===== src/rtl/vp_pattern_gen.sv =====
// Video test-pattern source: emits a vs/de/8-bit grey raster with programmable blanking.
// Frames always run to completion; pattern and level are frozen per frame.
module vp_pattern_gen #(
    parameter logic [10:0] IMG_HDISP = 11'd1280,
    parameter logic [10:0] IMG_VDISP = 11'd720,
    parameter logic [10:0] H_BLANK   = 11'd160,
    parameter logic [10:0] V_BLANK   = 11'd30
) (
    input  logic        clk,
    input  logic        rst,
    input  logic        EN,
    input  logic [1:0]  pattern,
    input  logic [7:0]  level,
    output logic        post_vs,
    output logic        post_de,
    output logic [7:0]  post_img,
    output logic        frame_done,
    output logic [15:0] frame_cnt
);

    localparam logic [10:0] H_TOTAL = IMG_HDISP + H_BLANK;
    localparam logic [10:0] V_TOTAL = IMG_VDISP + V_BLANK;

    typedef enum logic [1:0] {
        IDLE,
        RUN,
        DRAIN
    } state_t;

    state_t      state;
    state_t      state_nxt;
    logic [10:0] hcnt;
    logic [10:0] vcnt;
    logic [1:0]  pat_r;
    logic [7:0]  lvl_r;

    logic        h_end;
    logic        v_end;
    logic        frame_wrap;
    logic        active;
    logic        at_origin;

    logic [1:0]  pat_eff;
    logic [7:0]  lvl_eff;
    logic [7:0]  pix_c;
    logic        vs_c;
    logic        de_c;
    logic [7:0]  img_c;
    logic        done_c;

    assign h_end      = (hcnt == H_TOTAL - 11'd1);
    assign v_end      = (vcnt == V_TOTAL - 11'd1);
    assign frame_wrap = h_end && v_end;
    assign active     = (state != IDLE);
    assign at_origin  = (state == RUN) && (hcnt == 11'd0) && (vcnt == 11'd0);

    always_ff @(posedge clk) begin
        if (rst) begin
            state <= IDLE;
        end else begin
            state <= state_nxt;
        end
    end

    // Leaving RUN mid-frame goes through DRAIN so the frame is never cut short.
    always_comb begin
        state_nxt = state;
        case (state)
            IDLE:    if (EN) state_nxt = RUN;
            RUN:     if (!EN) state_nxt = frame_wrap ? IDLE : DRAIN;
            DRAIN:   if (frame_wrap) state_nxt = IDLE;
            default: state_nxt = IDLE;
        endcase
    end

    always_ff @(posedge clk) begin
        if (rst || (state == IDLE)) begin
            hcnt <= 11'd0;
            vcnt <= 11'd0;
        end else if (h_end) begin
            hcnt <= 11'd0;
            vcnt <= v_end ? 11'd0 : vcnt + 11'd1;
        end else begin
            hcnt <= hcnt + 11'd1;
        end
    end

    always_ff @(posedge clk) begin
        if (rst) begin
            pat_r     <= 2'd0;
            lvl_r     <= 8'd0;
            frame_cnt <= 16'd0;
        end else begin
            if (at_origin) begin
                pat_r <= pattern;
                lvl_r <= level;
            end
            if (active && frame_wrap) begin
                frame_cnt <= frame_cnt + 16'd1;
            end
        end
    end

    // The first pixel of a frame uses the live inputs, which are being latched on the same edge.
    always_comb begin
        pat_eff = at_origin ? pattern : pat_r;
        lvl_eff = at_origin ? level : lvl_r;
        case (pat_eff)
            2'd0:    pix_c = lvl_eff;
            2'd1:    pix_c = hcnt[7:0] + frame_cnt[7:0];
            2'd2:    pix_c = vcnt[7:0];
            default: pix_c = (hcnt[3] ^ vcnt[3]) ? 8'hFF : 8'h00;
        endcase
        vs_c   = active && (vcnt < IMG_VDISP);
        de_c   = vs_c && (hcnt < IMG_HDISP);
        img_c  = de_c ? pix_c : 8'h00;
        done_c = active && frame_wrap;
    end

    always_ff @(posedge clk) begin
        if (rst) begin
            post_vs    <= 1'b0;
            post_de    <= 1'b0;
            post_img   <= 8'h00;
            frame_done <= 1'b0;
        end else begin
            post_vs    <= vs_c;
            post_de    <= de_c;
            post_img   <= img_c;
            frame_done <= done_c;
        end
    end

endmodule

===== config.mk =====
export PLATFORM = sky130hd
export DESIGN_NAME = vp_pattern_gen
export DESIGN_NICKNAME = d
export VERILOG_FILES = /design/src/rtl/vp_pattern_gen.sv
export SDC_FILE = /design/constraint.sdc
export NUM_CORES = 1
export LEC_CHECK = 0
export ABC_AREA = 1
export CORE_ASPECT_RATIO = 0.6
export CORE_MARGIN = 5
export CORE_UTILIZATION = 40
export DETAILED_ROUTE_END_ITERATION = 10
export MAX_ROUTING_LAYER = met4
export REMOVE_ABC_BUFFERS = 1
export SETUP_SLACK_MARGIN = 0.02
export SLEW_MARGIN = 10
export SYNTH_ARGS = -nofsm -noshare
export SYNTH_HDL_FRONTEND = slang
export SYNTH_SLANG_ARGS = --single-unit

===== constraint.sdc =====
create_clock -name clk -period 5.2 [get_ports clk]
set_input_delay 1.04 -clock clk [delete_from_list [all_inputs] [get_ports clk]]
set_output_delay 1.04 -clock clk [all_outputs]
set_load 0.03 [all_outputs]

==> summary.md, run 1 <==
| Metric | Value |
|---|---|
| Post-layout nets | roughly 600 |
| Cell taking the most area after synthesis | dfxtp_1 |
| Sw frac | between 20 and 30% |
| Cell variety after synth | 35 |
| CP arrival | approximately 1.6 ns |
| Detailed Route Iter0 Violations | roughly 380 |
| HPWL after DPL | 7.735 mm |
| Leakage power | approximately 1.9 nW |
| CP peak stage delay | 0.74 ns |
| Fillers | between 800 and 900 |
| GRT Total Usage | about a fifth |
| Clk slew on worst S/H paths | about 0.060 ns |
| Reg-to-reg slack, setup | 2.88 ns |
| Die H | approximately 84 um |
| Buf/Inv on CP | 1 |
| Final wirelength | roughly 10 mm |
| Startpoint class of the critical path | flop |
| Largest net degree at the start of global routing | 26 |
| Vias post-DR | about 3.6k |
| Setup CP Type | reg -> out |
| Slowest-stage cell, CP | clkdlybuf4s50_1 |
| Reg power frac | around two fifths |
| CTS max path bufs | 2 |
| Pwr Density | 277.8 mW/mm^2 |
| Vias per cell | ~5.2 |
| Hold Vio Cnt, Final | 0 |
| Synthesized area | 0.003637 sq mm |
| Starting density of the core | between 40% and 50% |
| Initial antenna violation count | 0 |
| Worst path cell trace | clkdlybuf4s50_1 |
| Status | completed |
| Number of synthesized register bits | between 60 and 70 |
| Post-route ant nets | 0 |
| Final clock skew | slightly above 0.008 ns |
| ANT cells | 0 |
| HP Start | lvl_r[1] |
| First-pass GRT wire length | ~16 mm |
| Max_slew headroom | between 50% and 60% |
| DP Cell Count | between 600 and 700 |
| Layout Cells excl Fill | a little under 700 |
| Syn Inst Count | between 500 and 600 |
| Top cells by area, synth | dfxtp_1 (34%), nand2_1 (12%), nand3_1 (7.6%), nor2_1 (6.7%), a21oi_1 (5.8%) |
| Setup TNS | 0 ns |
| CORE AREA | 0.008686 sq mm |
| Postcts setup bufs | 0 |
| Clock sink count | 61 |
| Critical path origin | frame_cnt[1] |
| DRC violations left | 0 |
| CTS Hold Buffers Added | 0 |
| Area grow syn2layout | 20.67% |
| Unrepaired setup endpoints after global routing | false |
| Crit-path max FO | 8 |
| Area fraction of the dominant cell type after synthesis | 33.57% |
| Die width | 133.1 um |
| CTS tree | done |
| Worst R2R Start | hcnt[1] |
| Share of post-route cells with drive strength above 1 | between 9 and 10% |
| Period utilisation layout | approximately 50% |
| Slew Limit Fails | 0 |
| Final min period | about 2.6 ns |
| H-tree depth | 3 |
| Power Internal | 0.0008840 W |
| Clock latency on the worst-skew pair | approximately 0.34 ns |
| Top delay family on crit path | buffers and inverters |
| CTS Buf Count | 9 |
| Critical Path End Type | primary output |
| Rows | 26 |
| Clock power share | a little under half |
| Worst EP required | 4.16 ns |
| Net load switching power | 0.0003351 W |
| Grt total ovfl | 0 |
| Max Cap Viol | 0 |
| Sequential element share of the synthesized area | 33.57% |
| I/O Buffers | 39 |
| Worst IR Drop VDD | 0.2007 mV |
| Gpl congestion | about 0.88 |
| Combinational power share | between 10% and 20% |
| Wire per inst | roughly 14 um |
| Drt pass-1 iters | 5 |
| Vias in the first global route | between 3k and 4k |
| Hold/Removal Path Class | reg -> reg |
| Pwr Total | around 0.0012 W |
| Post-cts sizing count | 0 |
| Average size of a mapped cell | around 6.9 sq um |
| Worst Max-Slew Pin Slew | 0.6060 ns |
| Top-Level Pins | 40 |
| Endpoints failing setup | 0 |
| CTS root buf | clkbuf_16 |
| Syn. warnings | 0 |
| Die area | 0.01116 sq mm |
| Fmax | 380.6 MHz |
cells in the mapped netlist:
cell,instances
nand3_4,1
inv_2,11
inv_1,55
nor2_8,1
or2_0,1
nor2_4,5
nor4_1,6
nor2_2,6
dfxtp_1,61
fa_1,1
a31oi_1,1
nand3b_1,1
buf_6,4
nor3_1,11
and3_1,1
nand2_2,3
xor2_1,12
nand3_1,55
nor3_2,3
o21ai_1,2
nor2_1,65
o22ai_1,1
clkbuf_1,4
nand2_1,117
xnor2_1,7
a21oi_1,42
nor3b_1,1
nand4_1,16
nand3_2,5
and2_1,1
ha_1,13
nand2_4,4
o21ai_0,9
buf_2,1
nor3_4,1
per-layer routing:
metal / vias up / GRT usage, % / share of wire, % / routed length, um
met1: 1621 / 29.16 / 53 / 5319
li1: 1808 / - / - / -
met2: 127 / 23.57 / 37 / 3649
met3: 12 / 5.663 / 8.8 / 874
met4: 0 / 4.762 / 1.1 / 106
met5: - / - / 0 / 0
logic make-up after synthesis:
kind of cell,share of synthesized area (%)
fa+ha+maj,5.022
flops,33.57
compound gates,7.637
buf+inv,8.600
xor+xnor,4.575
simple gates,40.59
power groups by stage:
stage               clock network (W)  logic, W  registers, W
floorplan                           0  0.000107      0.000510
global placement                    0  0.000167      0.000503
detailed placement                  0  0.000169      0.000503
CTS                          0.000569  0.000170      0.000493
global route                 0.000594  0.000189      0.000495
finish                       0.000555  0.000171      0.000493
placed cells by master (no fill, tap or decap), types with 6 or more instances in the layout:
cell,netlist,layout
nand3_1,55,55
xnor2_1,7,7
clkbuf_16,0,9
nor3_1,11,11
o21ai_0,9,9
dfxtp_1,61,61
xor2_1,12,12
nor4_1,6,6
clkdlybuf4s50_1,0,39
inv_1,55,55
nor2_2,6,6
ha_1,13,13
a21oi_1,42,42
nor2_1,65,65
inv_2,11,11
nand2_1,117,117
nand4_1,16,16
path summary, 6_finish.rpt:
check / end / cells after the start
worst max-delay path: frame_cnt[1] / 1
worst min-delay path: lvl_r[1] / 2
worst max register to register: frame_cnt[13] / 7
worst min register to register: lvl_r[1] / 2
area by class of cell:
cell class | instances | area (sq um) | area share, %
sequential | 61 | 1221 | 27.82
inverter | 66 | 247.7 | 5.644
clock inverter | 4 | 22.52 | 0.5131
tap | 112 | 140.1 | 3.193
multi-input combinational | 392 | 2103 | 47.92
timing repair buffer | 40 | 397.9 | 9.065
clock buffer | 12 | 256.5 | 5.844
sequential cells by signal, indices dropped and copies added, names as in the netlist, 2 cells and up:
signal / cells
vcnt: 11
hcnt: 11
post_img: 8
lvl_r: 8
frame_cnt: 16
state: 2
pat_r: 2
through the flow:
step | area (sq um) | setup slack (ns) | util [%] | hold WS, ns
final | 4389 | 2.573 | 50.53 | 0.4736
after floorplan | 3572 | 3.222 | - | 0.4378
after global placement | 4110 | 2.372 | 47.32 | 0.4616
after global routing | 4389 | 2.481 | 50.53 | 0.4947
after CTS | 4389 | 2.555 | 50.53 | 0.4765
after detailed placement | 4110 | 2.322 | 47.32 | 0.4667
worst min-delay path, cell delays in order (launching register included):
cell,delay [ns]
dfxtp_1,0.29
nand2_1,0.07
a21oi_1,0.06
Power figures use the tool's default switching activity.
==> inputs of run 2 (changes only) <==
clock period = 2.35 ns   (was 5.2 ns; I/O delays follow)
==> run 2 against run 1 <==
  * Routed wire length is 2.6% higher
  * Critical endpoint is now post_img[0]
  * Die area stayed put
  * Highest routed layer unchanged
  * First-iteration DRC count is 14% lower
  * Hold slack worse by 0.0036 ns
  * Sequential share of layout area is 0.34 points lower
  * Utilization is 0.63 points higher
  * Clock power is 150% higher
  * Via count is 0.31% lower
  * Clock-buffer cell count is 1 lower
==> summary.md, run 2 (same netlist as run 1, synthesis figures left out) <==
| Metric | Value |
|---|---|
| Reg power frac | ~39% |
| Pwr Density | roughly 640 mW/mm^2 |
| Startpoint class of the critical path | flop |
| ANT cells | 0 |
| Max Cap Viol | 0 |
| Final clock skew | 0.007226 ns |
| Fmax | roughly 480 MHz |
| CTS max path bufs | 2 |
| Cell depth of the worst setup path | 13 |
| CTS Buf Count | 9 |
| Area grow syn2layout | 22.19% |
| Unrepaired setup endpoints after global routing | false |
| CTS Hold Buffers Added | 0 |
| CP peak stage delay | approximately 0.40 ns |
| CTS root buf | clkbuf_16 |
| Rows | 26 |
| Fillers | about 860 |
| Hold/Removal Path Class | reg -> reg |
| GRT Total Usage | about 19% |
| Vias per cell | roughly 5.2 |
| Die width | between 100 and 150 um |
| Worst R2R Start | vcnt[0] |
| Largest net degree at the start of global routing | 25 |
| Top-Level Pins | 40 |
| Net load switching power | roughly 0.00076 W |
| Critical path origin | vcnt[0] |
| Endpoints failing setup | 0 |
| Period utilisation layout | roughly 90% |
| Most Frequent Cell on Critical Path | nand2_1 |
| Final wirelength | about 10 mm |
| HP Start | lvl_r[1] |
| Worst hold path depth | 2 |
| Pwr Total | 0.002832 W |
| Worst path cell trace | inv_1 -> ha_1 -> nand2_1 -> inv_1 -> nand2_1 -> nor2_4 -> nand3_4 -> nand2_1 -> nand2_1 -> nand3_1 -> nand3_1 -> nor2_1 -> nor2_1 |
| Post-route ant nets | 0 |
| Crit-path max FO | 8 |
| Slew Limit Fails | 0 |
| CP arrival | 2.30 ns |
| Worst IR Drop VDD | about 0.4 mV |
| Clock sink count | 61 |
| DP Cell Count | about 670 |
| Worst EP required | approximately 2.6 ns |
| Top reg by flops | frame_cnt |
| Sw frac | between 20% and 30% |
| Critical Path End Type | flop |
| Share of post-route cells with drive strength above 1 | 10.23% |
| Largest register FFs | 16 |
| Die area | about 0.011 sq mm |
| Clk slew on worst S/H paths | roughly 0.050 ns |
| Slowest-stage cell, CP | dfxtp_1 |
| Vias post-DR | roughly 3.6k |
| First-pass GRT wire length | 16.70 mm |
| H-tree depth | 3 |
| Status | completed |
| Vias in the first global route | between 3k and 4k |
| I/O Buffers | 39 |
| Top delay family on crit path | simple AND/OR/NAND/NOR gates |
| Hold Vio Cnt, Final | 0 |
| Detailed Route Iter0 Violations | about 330 |
| Worst Max-Slew Pin Slew | 0.6134 ns |
| Buf/Inv on CP | 2 |
| Post-cts sizing count | 0 |
| Critical R2R Capture | post_img[0] |
| Setup CP Type | reg -> reg |
| Postcts setup bufs | 0 |
| Commonest non-fill, non-tap cell in the layout | nand2_1 |
| Wire per inst | about 15 um |
| Commonest cells after routing, fill and taps aside | nand2_1 (117), nor2_1 (65), dfxtp_1 (61) |
| DRC violations left | 0 |
| Hold endpoint | lvl_r[1] |
| Clock latency on the worst-skew pair | around 0.34 ns |
| Combinational power share | between 10% and 20% |
| Max_slew headroom | 58.83% |
| Grt total ovfl | 0 |
| Post-layout nets | around 600 |
| Depth of the most critical reg-to-reg path | 13 |
| Final min period | about 2.1 ns |
| Reg-to-reg slack, setup | 0.25 ns |
| CORE AREA | between 0.008 and 0.009 sq mm |
| Setup TNS | 0 ns |
| CTS tree | done |
| Initial antenna violation count | 0 |
| Leakage power | 1.902 nW |
| Top Registers | frame_cnt (16), hcnt (11), vcnt (11) |
| Clock power share | between 40% and 50% |
| Gpl congestion | about 0.9 |
| Die H | around 84 um |
| Power Internal | approximately 0.0021 W |
| Layout Cells excl Fill | just under 700 |
| HPWL after DPL | between 7 and 8 mm |
| Starting density of the core | a little over two fifths |
| Drt pass-1 iters | 5 |
-- run 2: changes by cell type in the layout (fill, tap and decap cells not counted) --
cell / before / now
buf_4: 1 / 3
bufinv_16: 0 / 1
clkbuf_1: 1 / 0
clkinv_2: 3 / 1
clkinv_4: 0 / 1
clkinvlp_4: 1 / 2
nand3_2: 5 / 4
nand3_4: 1 / 2
-- run 2: worst reg2reg max path: cells and delay by family, from the launching register on --
family	cells	cell delay, ns
flip-flops	1	0.40
adder cells (fa/ha/maj)	1	0.21
buffers and inverters	2	0.20
AND/OR/NAND/NOR	10	1.16
-- run 2: power groups by stage --
stage / combinational, W / clock, W / sequential, W
finish: 0.000376 / 0.00136 / 0.00109
global route: 0.000417 / 0.00143 / 0.00109
CTS: 0.000371 / 0.00139 / 0.00109
detailed placement: 0.000369 / 0 / 0.00111
global placement: 0.000367 / 0 / 0.00111
floorplan: 0.000238 / 0 / 0.00113
-- run 2: worst max path at each step --
stage	endpoint
floorplan	post_img[4]
global placement	post_img[0]
detailed placement	vcnt[5]
CTS	post_img[0]
global route	post_img[1]
finish	post_img[0]
-- run 2: cell type report --
cell class                      count  area [sq um]  area share, %
Sequential cell                    61          1221          27.48
Clock buffer                       11         252.7          5.687
Clock inverter                      5         58.81          1.323
Inverter                           66         247.7          5.574
Timing Repair Buffer               42         412.9          9.291
Tap cell                          112         140.1          3.153
Multi-Input combinational cell    392          2111          47.49
-- run 2: routing by layer --
layer / wire (um) / track usage, % / up-vias
met5: 0 / - / -
met4: 120 / 5.229 / 0
met3: 727 / 5.361 / 12
met2: 3747 / 24.36 / 122
met1: 5614 / 29.49 / 1614
li1: - / - / 1809
-- run 2: metrics by stage --
stage / hold WS (ns) / area, sq um / worst slack (ns) / util (%)
floorplan: 0.4378 / 3572 / 0.4688 / -
global placement: 0.4593 / 4125 / 0.2212 / 47.49
detailed placement: 0.4645 / 4125 / 0.1668 / 47.49
CTS: 0.4713 / 4437 / 0.2087 / 51.08
global route: 0.5002 / 4444 / 0.02945 / 51.17
finish: 0.4700 / 4444 / 0.2454 / 51.17
